File: src/rtl/costas_pkg.sv
// Shared helpers and default widths for the Costas carrier-recovery blocks
// (error selector, loop filter, NCO wrappers).
package costas_pkg;

  localparam int COSTAS_WIDTH     = 16;
  localparam int COSTAS_ACC_WIDTH = 32;

  // Wide enough for ACC_WIDTH+2 headroom on any ACC_WIDTH up to 62.
  localparam int CALC_W = 64;
  typedef logic signed [CALC_W-1:0] calc_t;

  typedef enum logic {
    MODE_QPSK = 1'b0,
    MODE_BPSK = 1'b1
  } mode_e;

  function automatic calc_t clamp(calc_t x, calc_t lo, calc_t hi);
    calc_t r;
    r = x;
    if (x < lo) r = lo;
    else if (x > hi) r = hi;
    return r;
  endfunction

  function automatic calc_t sat_add(calc_t a, calc_t b, int w);
    calc_t hi;
    calc_t lo;
    hi = (calc_t'(1) <<< (w - 1)) - calc_t'(1);
    lo = -hi - calc_t'(1);
    return clamp(a + b, lo, hi);
  endfunction

  // The most-negative w-bit code has no positive twin; report it as 2**(w-1).
  function automatic calc_t abs_mag(calc_t x, int w);
    calc_t most_neg;
    calc_t r;
    most_neg = -(calc_t'(1) <<< (w - 1));
    if (x == most_neg) r = calc_t'(1) <<< (w - 1);
    else if (x[CALC_W-1]) r = -x;
    else r = x;
    return r;
  endfunction

endpackage

File: src/rtl/costas_loop_filter_if.sv
// Error-sample input and frequency-word output bundle of the Costas loop filter.
interface costas_loop_filter_if
  import costas_pkg::*;
#(
  parameter int WIDTH     = COSTAS_WIDTH,
  parameter int ACC_WIDTH = COSTAS_ACC_WIDTH
);

  logic                        is_bpsk;
  logic signed [WIDTH-1:0]     error_tdata;
  logic                        error_tvalid;
  logic signed [ACC_WIDTH-1:0] freq_tdata;
  logic                        freq_tvalid;
  logic                        locked;

  modport master (
    output is_bpsk, error_tdata, error_tvalid,
    input  freq_tdata, freq_tvalid, locked
  );

  modport slave (
    input  is_bpsk, error_tdata, error_tvalid,
    output freq_tdata, freq_tvalid, locked
  );

endinterface

File: src/rtl/costas_lock_detect.sv
// Consecutive in-threshold sample counter; flags lock once LOCK_COUNT
// small-error samples arrive without an out-of-threshold one in between.
module costas_lock_detect
  import costas_pkg::*;
#(
  parameter int WIDTH       = COSTAS_WIDTH,
  parameter int LOCK_THRESH = 512,
  parameter int LOCK_COUNT  = 64
) (
  input  logic                    clk,
  input  logic                    rst_n,
  input  logic                    clear,
  input  logic                    sample_valid,
  input  logic signed [WIDTH-1:0] error,
  output logic                    locked
);

  localparam int                CNT_W   = $clog2(LOCK_COUNT + 1);
  localparam logic [CNT_W-1:0] CNT_MAX = CNT_W'(LOCK_COUNT);

  logic [CNT_W-1:0] cnt_q, cnt_d;
  logic             locked_q, locked_d;
  logic             in_lock;

  // Idle cycles hold the count, so gaps between samples do not break lock.
  always_comb begin
    in_lock  = abs_mag(calc_t'(error), WIDTH) < calc_t'(LOCK_THRESH);
    cnt_d    = cnt_q;
    locked_d = locked_q;
    if (clear) begin
      cnt_d    = '0;
      locked_d = 1'b0;
    end else if (sample_valid) begin
      if (in_lock) cnt_d = (cnt_q == CNT_MAX) ? cnt_q : cnt_q + 1'b1;
      else         cnt_d = '0;
      locked_d = (cnt_d == CNT_MAX);
    end
  end

  always_ff @(posedge clk or negedge rst_n) begin
    if (!rst_n) begin
      cnt_q    <= '0;
      locked_q <= 1'b0;
    end else begin
      cnt_q    <= cnt_d;
      locked_q <= locked_d;
    end
  end

  assign locked = locked_q;

endmodule

File: src/rtl/costas_loop_filter.sv
// Proportional-integral loop filter for the Costas loop: turns phase error into
// an NCO frequency word through a two-stage pipeline with a clamped integrator.
module costas_loop_filter
  import costas_pkg::*;
#(
  parameter int     WIDTH       = COSTAS_WIDTH,
  parameter int     ACC_WIDTH   = COSTAS_ACC_WIDTH,
  parameter int     KP_SHIFT    = 4,
  parameter int     KI_SHIFT    = 0,
  parameter longint INTEG_LIMIT = 64'sd16777216,
  parameter longint FREQ_CENTER = 64'sd0,
  parameter int     LOCK_THRESH = 512,
  parameter int     LOCK_COUNT  = 64
) (
  input logic clk,
  input logic rst_n,
  costas_loop_filter_if.slave bus
);

  mode_e                       mode_q, mode_d;
  logic                        toggle;
  logic                        take;
  calc_t                       err_ext;
  logic signed [ACC_WIDTH-1:0] p_q, p_d;
  logic signed [ACC_WIDTH-1:0] integ_q, integ_d;
  logic signed [ACC_WIDTH-1:0] freq_q, freq_d;
  logic                        v1_q, v1_d;
  logic                        fv_q, fv_d;

  // A mode change flushes the integrator and drops the sample arriving with it.
  always_comb begin
    mode_d  = mode_e'(bus.is_bpsk);
    toggle  = bus.is_bpsk != logic'(mode_q);
    take    = bus.error_tvalid && !toggle;
    err_ext = calc_t'(bus.error_tdata);
    p_d     = p_q;
    integ_d = integ_q;
    v1_d    = take;
    if (toggle) begin
      integ_d = '0;
    end else if (take) begin
      p_d     = ACC_WIDTH'(err_ext <<< KP_SHIFT);
      integ_d = ACC_WIDTH'(clamp(calc_t'(integ_q) + (err_ext <<< KI_SHIFT),
                                 -calc_t'(INTEG_LIMIT), calc_t'(INTEG_LIMIT)));
    end

    // Stage 2 sees the integrator already updated by the same sample.
    freq_d = freq_q;
    fv_d   = v1_q;
    if (v1_q)
      freq_d = ACC_WIDTH'(sat_add(calc_t'(FREQ_CENTER) + calc_t'(p_q),
                                  calc_t'(integ_q), ACC_WIDTH));
  end

  always_ff @(posedge clk or negedge rst_n) begin
    if (!rst_n) begin
      mode_q  <= MODE_BPSK;
      p_q     <= '0;
      integ_q <= '0;
      freq_q  <= ACC_WIDTH'(FREQ_CENTER);
      v1_q    <= 1'b0;
      fv_q    <= 1'b0;
    end else begin
      mode_q  <= mode_d;
      p_q     <= p_d;
      integ_q <= integ_d;
      freq_q  <= freq_d;
      v1_q    <= v1_d;
      fv_q    <= fv_d;
    end
  end

  costas_lock_detect #(
    .WIDTH       (WIDTH),
    .LOCK_THRESH (LOCK_THRESH),
    .LOCK_COUNT  (LOCK_COUNT)
  ) u_lock (
    .clk          (clk),
    .rst_n        (rst_n),
    .clear        (toggle),
    .sample_valid (take),
    .error        (bus.error_tdata),
    .locked       (bus.locked)
  );

  assign bus.freq_tdata  = freq_q;
  assign bus.freq_tvalid = fv_q;

endmodule

File: src/flat_wrapper.sv
// flat-port wrapper written by rule: the top's interface ports become plain ports
module costas_loop_filter_flat import costas_pkg::*;
#(
  parameter int     WIDTH       = COSTAS_WIDTH,
  parameter int     ACC_WIDTH   = COSTAS_ACC_WIDTH,
  parameter int     KP_SHIFT    = 4,
  parameter int     KI_SHIFT    = 0,
  parameter longint INTEG_LIMIT = 64'sd16777216,
  parameter longint FREQ_CENTER = 64'sd0,
  parameter int     LOCK_THRESH = 512,
  parameter int     LOCK_COUNT  = 64
)
  (clk, rst_n, bus_is_bpsk, bus_error_tdata, bus_error_tvalid, bus_freq_tdata, bus_freq_tvalid, bus_locked);
  costas_loop_filter_if #(.WIDTH(WIDTH), .ACC_WIDTH(ACC_WIDTH)) bus_i ();
  input logic clk;
  input logic rst_n;
  input wire logic [$bits(bus_i.is_bpsk)-1:0] bus_is_bpsk;
  input wire logic [$bits(bus_i.error_tdata)-1:0] bus_error_tdata;
  input wire logic [$bits(bus_i.error_tvalid)-1:0] bus_error_tvalid;
  output wire logic [$bits(bus_i.freq_tdata)-1:0] bus_freq_tdata;
  output wire logic [$bits(bus_i.freq_tvalid)-1:0] bus_freq_tvalid;
  output wire logic [$bits(bus_i.locked)-1:0] bus_locked;
  assign bus_i.is_bpsk = bus_is_bpsk;
  assign bus_i.error_tdata = bus_error_tdata;
  assign bus_i.error_tvalid = bus_error_tvalid;
  assign bus_freq_tdata = bus_i.freq_tdata;
  assign bus_freq_tvalid = bus_i.freq_tvalid;
  assign bus_locked = bus_i.locked;
  costas_loop_filter #(.WIDTH(WIDTH), .ACC_WIDTH(ACC_WIDTH), .KP_SHIFT(KP_SHIFT), .KI_SHIFT(KI_SHIFT), .INTEG_LIMIT(INTEG_LIMIT), .FREQ_CENTER(FREQ_CENTER), .LOCK_THRESH(LOCK_THRESH), .LOCK_COUNT(LOCK_COUNT)) u_core (.clk(clk), .rst_n(rst_n), .bus(bus_i));
endmodule
File: config.mk
export PLATFORM = sky130hd
export DESIGN_NAME = costas_loop_filter_flat
export DESIGN_NICKNAME = d
export VERILOG_FILES = /design/src/rtl/costas_pkg.sv /design/src/rtl/costas_loop_filter_if.sv /design/src/rtl/costas_lock_detect.sv /design/src/rtl/costas_loop_filter.sv /design/src/flat_wrapper.sv
export SDC_FILE = /design/constraint.sdc
export NUM_CORES = 1
export LEC_CHECK = 0
export CELL_PAD_IN_SITES_DETAIL_PLACEMENT = 2
export CELL_PAD_IN_SITES_GLOBAL_PLACEMENT = 2
export CORE_MARGIN = 10
export CORE_UTILIZATION = 37
export CTS_CLUSTER_SIZE = 24
export DETAILED_ROUTE_END_ITERATION = 8
export GPL_ROUTABILITY_DRIVEN = 0
export PLACE_DENSITY = 0.82
export SYNTH_ARGS = -nofsm -noshare
export SYNTH_HDL_FRONTEND = slang
export SYNTH_SLANG_ARGS = --single-unit
File: constraint.sdc
create_clock -name clk -period 4.5 [get_ports clk]
set_clock_uncertainty 0.2 [all_clocks]
set_input_delay 0.9 -clock clk [delete_from_list [all_inputs] [get_ports clk]]
set_output_delay 0.9 -clock clk [all_outputs]
set_load 0.01 [all_outputs]
# After elaboration in Yosys (flattened, before gate mapping)

Index checks and enable logic that the tools add are counted.

Bits of input ports: 20
Output and inout port bits: 34
Logic and storage cells: 42
Flip-flop bits (word level): 91

Add/sub/neg operators: 4
Equality and inequality tests: 4
Reduce and logical (&&, ||, !) cells: 4
Multiplexer cells: 16
Bitwise gates (word level): 1
Order comparisons: 5

Operators with widths:

| cell                                                                            | number |
|---|---|
| 32-bit two-way mux                                                              | 6 |
| 64-bit two-way mux                                                              | 2 |
| 64-bit by 11-bit less-than comparator with 1-bit output (second input constant) | 1 |
| 16-bit negation with 64-bit output                                              | 1 |
| 7-bit two-way mux                                                               | 6 |
| 20-bit by 32-bit adder with 33-bit output                                       | 1 |
| 32-bit by 16-bit adder with 33-bit output                                       | 1 |
| 33-bit by 26-bit > comparator with 1-bit output (second input constant)         | 1 |
| 33-bit by 32-bit > comparator with 1-bit output (second input constant)         | 1 |
| 33-bit by 25-bit less-than comparator with 1-bit output (second input constant) | 1 |
| 33-bit by 32-bit less-than comparator with 1-bit output (second input constant) | 1 |
| 16-bit equality test (second input constant)                                    | 1 |
| 7-bit equality test (second input constant)                                     | 2 |
| 7-bit by 1-bit adder with 7-bit output (second input constant)                  | 1 |
| 1-bit two-way mux                                                               | 2 |
| 2-bit AND reduction                                                             | 1 |
| 2-bit nonzero test                                                              | 1 |
| 1-bit logical AND                                                               | 1 |
| 1-bit zero test                                                                 | 1 |
| 1-bit inequality test                                                           | 1 |
| 1-bit inverter                                                                  | 1 |

# Depth between registers and ports, before layout

Gate-level depths: netlist of run 1.

Depth after elaboration: 10
Depth in mapped cells: 14
Depth with buffers taken out: 13

# Cells and area by module

From an unflattened synthesis of run 1, not the netlist that was laid out.

Cell total of the unflattened synthesis: 949
Area total of the unflattened synthesis: 7,552.2 µm²

Modules (own cells, without submodules):

| module             | sequential area each (µm²) | cells each | times used | area an instance (µm²) |
|---|---|---|---|---|
| costas_loop_filter | 2,078.2                    | 848        | 1          | 6,781.5 |
| costas_lock_detect | 200.2                      | 101        | 1          | 770.7 |

# Worst setup path before layout of run 1

Ideal clock, no wire load.

Kind: in2reg
From: input port bus_error_tdata[0]
To: register u_core.integ_q[14]
Arrival time: 4.227 ns
Stages: 13
Data required time: 4.233 ns
Path buffers: 1
Path slack: 0.007 ns
Setup time: 0.067 ns
Cell sequence: ha_1 > fa_1 > a21o_1 > a221oi_4 > o2111ai_1 > and4_1 > a211oi_2 > or4b_1 > nor3_1 > or4b_4 > o22ai_4 > buf_6 > a22o_1

Longest elaborated chain between the ends: 6
Elaborated cells on any way between the ends: 7
Those cells by class: add/sub (1); order compare (2); mux (4)

Ends and longest elaborated chain:

| element                                         | RTL line                 | text |
|---|---|---|
| start: declaration                              | flat_wrapper.sv:18       | `input wire logic [$bits(bus_i.error_tdata)-1:0] bus_error_tdata;` |
| 32-bit by 16-bit adder with 33-bit output (*)   | costas_loop_filter.sv:43 | `integ_d = ACC_WIDTH'(clamp(calc_t'(integ_q) + (err_ext <<< KI_SHIFT),` |
| 33-bit by 26-bit > comparator with 1-bit output | costas_pkg.sv:21         | `else if (x > hi) r = hi;` |
| 32-bit two-way mux                              | costas_pkg.sv:21         |  |
| 32-bit two-way mux (*)                          | costas_pkg.sv:20         | `if (x < lo) r = lo;` |
| 32-bit two-way mux (*)                          | costas_loop_filter.sv:41 | `end else if (take) begin` |
| 32-bit two-way mux (*)                          | costas_loop_filter.sv:39 | `if (toggle) begin` |
| end signal: assignment                          | costas_loop_filter.sv:66 | `integ_q <= integ_d;` |
| end: declaration                                | costas_loop_filter.sv:25 | `logic signed [ACC_WIDTH-1:0] integ_q, integ_d;` |

Mark *: on every way between the ends. The rest lies on a longest branch, timed or not. The select of a mux whose other input is x is not followed.
A chain may end at the register's enable or synchronous reset.

# Worst setup path in the final report of run 1

From: input port bus_error_tdata[15]
To: register u_core.integ_q[19]

Same word-level chain as after synthesis.

==> summary.txt, run 1 <==
Routing
  • Drt pass-1 iters: 5
  • Iteration-0 DRC Markers: 1,025
  • Met2 routed wirelength: 22,500 um
  • M1 WL: 17,300 um
  • Vias per cell: 6.72
  • Top routing layer in use: met4
  • Routed WL: 46,900 um
  • Routed len/inst: 34.0 um
  • Residual DRC: 0
  • Final ANT Viol Nets: 0
  • Wire length on met3: 3860 um
  • Routed via count: 9,262

Logic synthesis
  • Sequential area share after synthesis: 0.302
  • Synth Flop Type: dfrtp_1
  • Netlist Area Pre-Place: 0.00754 sq mm
  • YS warnings: 0
  • Distinct cells, synth: 80
  • Synth Area per Inst: 8.56 sq um
  • Post-synth EDFFs: 0
  • Syn Nets: 965
  • Synth async-reset ratio: 1.00
  • Top post-synthesis cells by area: dfrtp_1 30%, ha_1 10%, a21oi_1 4.5%
  • Cells after synthesis: 881
  • Post-synth top area cell: dfrtp_1
  • Synthesized flop and latch total: 91
  • Post-synth top area share: 0.299

Setup path
  • Worst path cell trace: clkbuf_4, buf_6, ha_1, buf_4, a21oi_1, o21bai_1, a21oi_1, o21ai_0, nor2_1, mux2_4, nor3_4, or4b_4, o22ai_4, buf_12, buf_16, a22o_1
  • CP Buf/Inv Count: 5
  • Slowest stage delay, CP: 590 ps
  • Worst path most repeated cell: a21oi_1
  • WS Path Type: in -> reg
  • CP required: 4600 ps
  • Slowest-stage cell, CP: o21ai_0
  • Startpoint types: input pin
  • Crit-path max FO: 11
  • CP Capture Type: flop
  • R2R Path Start: u_core.integ_q[0]
  • Critical Path Start: bus_error_tdata[15]
  • CP delay by family, top: compound AO/OA/AOI/OAI gates
  • CP Data Arrival Time: 4850 ps

GRT
  • Number of global-route vias before repair: 9,903
  • First-pass GRT wire length: 64,300 um
  • Initial antenna violation count: 1
  • Largest net degree at the start of global routing: 75
  • Total grt overflow: 0
  • Total track usage: 0.313

Place
  • HPWL after detailed placement: 26,100 um
  • Port-buffer cells: 53
  • Placed Area: 0.00947 sq mm

STA
  • Period Utilization, post-route: 1.06
  • Slew headroom: 0.308
  • RSZ-0062 raised after global routing: yes
  • Final Hold Fails: 0
  • Setup WS post-layout: -249 ps
  • Final setup vio count: 25
  • Minimum clock period: 4750 ps
  • Least-Margin Pin Slew: 1040 ps
  • Max-slew violation count: 0
  • Fmax: 211 MHz

Pwr
  • Switching Fraction: 0.406
  • Power, Total: 3.53 mW
  • Internal: 2.10 mW
  • Flop pwr share: 0.313
  • Worst VDD drop: 0.187 mV
  • Pwr Density: 337 mW/mm^2
  • Combinational Power Share: 0.451
  • P_leak: 4.92 nW
  • NetSw: 1.43 mW
  • Clk pwr share: 0.236

Cells and area
  • Final net count: 1,187
  • Util after Layout: 0.520
  • Layout cells sized above 1: 0.288
  • Commonest non-fill, non-tap cells in the layout: 187 x buf_4, 90 x dfrtp_1, 66 x nor2_1
  • Area Growth Syn to Fin: 39.0%
  • Post-layout instance area: 0.0105 sq mm
  • Most common cell after layout, fill and taps aside: buf_4

Floorplan
  • Total I/O pin count: 54
  • Die area: 0.0265 sq mm
  • Height of the chip: 163 um
  • Starting Density: 0.374
  • Row cnt: 52
  • Core Area: 0.0202 sq mm
  • Die X: 163 um

Outcome
  • Outcome: finished with violations
  • Failing checks: negative setup slack

Clock tree
  • H-tree levels: 3
  • Clk buf depth: 2
  • Total CTS buffers: 9
  • CTS tree: done
  • Register clock-pin slew on the reported worst setup and hold paths: 90 ps
  • Clock latency at the later pin of the worst-skew pair: 380 ps
  • Clk root buf: clkbuf_16
  • Clk sink count: 91

Hold path
  • Worst Hold Class: reg -> reg
  • Worst hold start: u_core.bus.freq_tdata[26]

Run
  • Max Cap Violations: 0
## layer usage
metal,vias up,track usage
li1,3724,-
met1,4647,0.363
met2,623,0.536
met3,268,0.0617
met4,0,0.164
met5,-,0
## logic make-up (layout without fill, tap and decap cells)
family	count (synthesis)	after routing	synth area share
buffers and inverters	100	327	0.0611
AO/OA/AOI/OAI	299	299	0.272
other	0	1	0
adder cells (fa/ha/maj)	64	64	0.108
AND/OR/NAND/NOR	273	273	0.188
XOR/XNOR	37	37	0.0430
flip-flops	91	91	0.302
multiplexers	17	17	0.0254
## cell type report
class | instances | area (sq um)
diodes | 1 | 2.50
clock buffers | 11 | 233
clock inverters | 5 | 62.6
fillers | 2105 | 9690
inverters | 63 | 236
multi-input cells | 690 | 5260
flip-flops and latches | 91 | 2280
well taps | 270 | 338
repair buffers | 248 | 2070
## worst min-delay path: stages (launching register included)
cell	delay [ps]
dfrtp_1	370
inv_1	50
o22ai_1	60
## registers in the layout (all words and copies together), names as in the netlist
register,cells
u_core.fv_d,1
u_core.p_q,16
u_core.bus.freq_tvalid,1
u_core.bus.freq_tdata,32
u_core.u_lock.locked,1
u_core.integ_q,32
u_core.mode_q,1
u_core.u_lock.cnt_q,7
## Yosys cell counts (7+ instances only)
cell type  instances
and3_1            12
a21oi_1           68
dfrtp_1           90
nand4_1           13
nor4_1             8
clkbuf_1          24
o21bai_1           9
mux2_2            17
xor2_1             9
o21ai_0           39
and2_1            12
o21a_1             9
ha_1              62
o22ai_1           35
a21o_1            29
nor3_1            17
a211oi_1           9
a22o_1            26
nand2_1           52
or2_2              8
nor2b_1            7
o211ai_1           7
a31oi_1            8
xnor2_1           28
inv_1             63
o31ai_1            9
buf_6              7
nor2_1            68
nand3_1           34
## power by group through the flow
stage                     clock network (mW)  registers [mW]  logic (mW)
after detailed placement                   0            1.10        1.37
after floorplan                            0            1.13       0.682
after global routing                   0.860            1.12        1.68
after global placement                     0            1.08        1.27
after CTS                              0.808            1.09        1.44
final                                  0.834            1.11        1.59
## metrics by stage
step	cells	hold WS [ps]	setup TNS, ps	setup slack, ps
after CTS	1372	320	-86.3	-17.8
after global routing	1378	364	-3520	-220
after floorplan	881	152	0	6.73
after global placement	1335	291	-13950	-575
final	1379	326	-3780	-249
after detailed placement	1335	305	-25830	-1030
## path summary, 6_finish.rpt
path / to / slack (ps) / depth (start not counted)
setup / recovery: u_core.integ_q[19] / -250 / 16
hold / removal: u_core.bus.freq_tdata[26] / 330 / 2
setup reg to reg: u_core.integ_q[19] / -60 / 15
hold reg to reg: u_core.bus.freq_tdata[26] / 330 / 2
max in group asynchronous: u_core.bus.freq_tdata[18] / 2710 / 2
min in group asynchronous: u_core.p_q[15] / 500 / 1
## timing repair
action | 4_1_cts | 5_1_grt
buffers inserted | 19 | 6
cloned | 2 | 0
gates resized for setup | 72 | 46
endpoints found under the setup margin | 25 | 53
pin swaps | 37 | 26
hold buffers | 0 | 0
No activity file was read; power rests on OpenSTA's default activity.
==> inputs of run 2 (changes only) <==
Settings changed: PLACE_DENSITY 0.82 to 0.88, SLEW_MARGIN set to 25.
==> summary.txt, run 2 (synthesized netlist as in run 1, its figures left out) <==
Place
  • Pre-CTS setup slack: -1060 ps
  • Placed Area: 0.00939 sq mm
  • Placed cells: 1,326
  • HPWL after detailed placement: 28,100 um
  • Port-buffer cells: 53

Routing
  • Vias per cell: 7.46
  • Met2 routed wirelength: 26,000 um
  • Drt pass-1 iters: 9
  • Residual DRC: 0
  • Final ANT Viol Nets: 0
  • Wire length on met3: 6190 um
  • Routed len/inst: 42.4 um
  • Top routing layer in use: met4
  • Routed WL: 58,400 um
  • Iteration-0 DRC Markers: 1,355
  • Routed via count: 10,300
  • M1 WL: 20,700 um

STA
  • Period Utilization, post-route: 1.14
  • Minimum clock period: 5140 ps
  • Least-Margin Pin Slew: 982 ps
  • Setup WS post-layout: -639 ps
  • Final setup vio count: 26
  • Max-slew violation count: 0
  • Slew headroom: 0.345
  • Final Hold Fails: 0
  • Setup_tns: -14,130 ps
  • Fmax: 195 MHz
  • RSZ-0062 raised after global routing: yes

Hold path
  • Worst hold start: u_core.p_q[10]
  • Hold Path Depth: 1
  • Worst min-delay path endpoint: u_core.p_q[10]
  • Worst Hold Class: reg -> reg

Cells and area
  • Area Growth Syn to Fin: 39.9%
  • Final-layout fill cell count: 2,134
  • Final net count: 1,184
  • Layout cells sized above 1: 0.295
  • Post-layout instance area: 0.0105 sq mm
  • Commonest non-fill, non-tap cells in the layout: 180 x buf_4, 90 x dfrtp_1, 66 x nor2_1
  • Most common cell after layout, fill and taps aside: buf_4
  • Finished Layout Cells: 1,377
  • Util after Layout: 0.523

Floorplan
  • Die X: 163 um
  • Total I/O pin count: 54
  • Core Area: 0.0202 sq mm
  • Starting Density: 0.374
  • Row cnt: 52
  • Die area: 0.0265 sq mm
  • Height of the chip: 163 um

GRT
  • Largest net degree at the start of global routing: 92
  • Number of global-route vias before repair: 10,600
  • Total grt overflow: 0
  • First-pass GRT wire length: 77,900 um
  • Initial antenna violation count: 2
  • Total track usage: 0.396

Clock tree
  • Clk buf depth: 2
  • Clock latency at the later pin of the worst-skew pair: 400 ps
  • Total CTS buffers: 9
  • Clk root buf: clkbuf_16
  • Hold buffer count at CTS: 0
  • CTS tree: done
  • Register clock-pin slew on the reported worst setup and hold paths: 90 ps
  • H-tree levels: 3
  • Clk sink count: 91

Setup path
  • Crit-path max FO: 6
  • WS Path Type: in -> reg
  • Startpoint types: input pin
  • CP required: 4560 ps
  • Worst reg2reg path depth: 20
  • Setup slack, reg-to-reg: -510 ps
  • CP Capture Type: flop
  • R2R Path Start: u_core.integ_q[0]
  • CP Data Arrival Time: 5200 ps
  • RR Endpoint: u_core.integ_q[24]

Pwr
  • Worst VDD drop: 0.177 mV
  • P_leak: 4.92 nW
  • Pwr Density: 364 mW/mm^2

Outcome
  • Outcome: finished with violations
  • Failing checks: negative setup slack

Run
  • Max Cap Violations: 0
==> run 2: cell types whose count changed in the layout (fill, tap and decap cells not counted), sizes merged <==
cell,delta
mux2,+1
clkinv,+2
buf,-4
clkdlybuf4s50,-1
bufinv,-1
clkbuf,-5
dlygate4sd2,+6
clkinvlp,-1
dlymetal6s2s,-2
inv,+2
diode,+1
==> run 2: worst max path at each step <==
stage                        startpoint                 end  depth (start not counted)
finish               bus_error_tdata[4]  u_core.integ_q[17]                         18
global route        bus_error_tdata[15]  u_core.integ_q[24]                         18
CTS                  bus_error_tdata[4]  u_core.integ_q[23]                         17
detailed placement   bus_error_tdata[0]  u_core.integ_q[17]                         14
global placement     bus_error_tdata[0]   u_core.integ_q[2]                         14
floorplan            bus_error_tdata[0]  u_core.integ_q[14]                         13
==> run 2: power breakdown <==
| part | leakage (nW) | switching, mW | internal (mW) |
|---|---|---|---|
| registers | 1.18 | 0.182 | 0.974 |
| logic | 3.60 | 1.13 | 0.692 |
| clock network | 0.141 | 0.467 | 0.392 |
==> run 2: worst max-delay path: stages <==
cell and delay [ps]:
dlygate4sd2_1 320, ha_4 370, and3_4 240, a221oi_4 90, buf_6 140, buf_4 130
buf_6 120, o2111a_2 290, buf_4 150, nor3_1 360, o22ai_1 230, xnor2_1 640
nor4_2 150, a21oi_2 320, o22ai_4 160, buf_6 160, buf_16 140, a22o_4 270
==> run 2: routing by layer <==
layer  track usage  up-vias
li1              -     3722
met1         0.449     5087
met2         0.641     1023
met3         0.105      443
met4         0.273        0
met5             0        -
==> run 2: stage by stage <==
stage	power (mW)	hold slack, ps
floorplan	1.81	152
global placement	2.33	292
detailed placement	2.53	307
CTS	3.49	336
global route	3.88	366
finish	3.84	360
==> run 2: area by class of cell <==
type                       count  area [sq um]  share of cell area
multi-input combinational    691          5340               0.506
sequential                    91          2280               0.216
timing repair buffer         244          2060               0.195
tap                          270           338              0.0320
inverter                      63           236              0.0224
clock buffer                   9           225              0.0214
clock inverter                 7          70.1             0.00664
antenna                        2          5.00            0.000475
==> run 2: what timing repair did <==
action | in CTS | in global routing
pin swaps | 30 | 33
setup endpoints to repair | 32 | 63
hold endpoints to repair | 0 | 0
setup buffers | 24 | 7
gates resized for setup | 90 | 41
gates cloned | 3 | 1
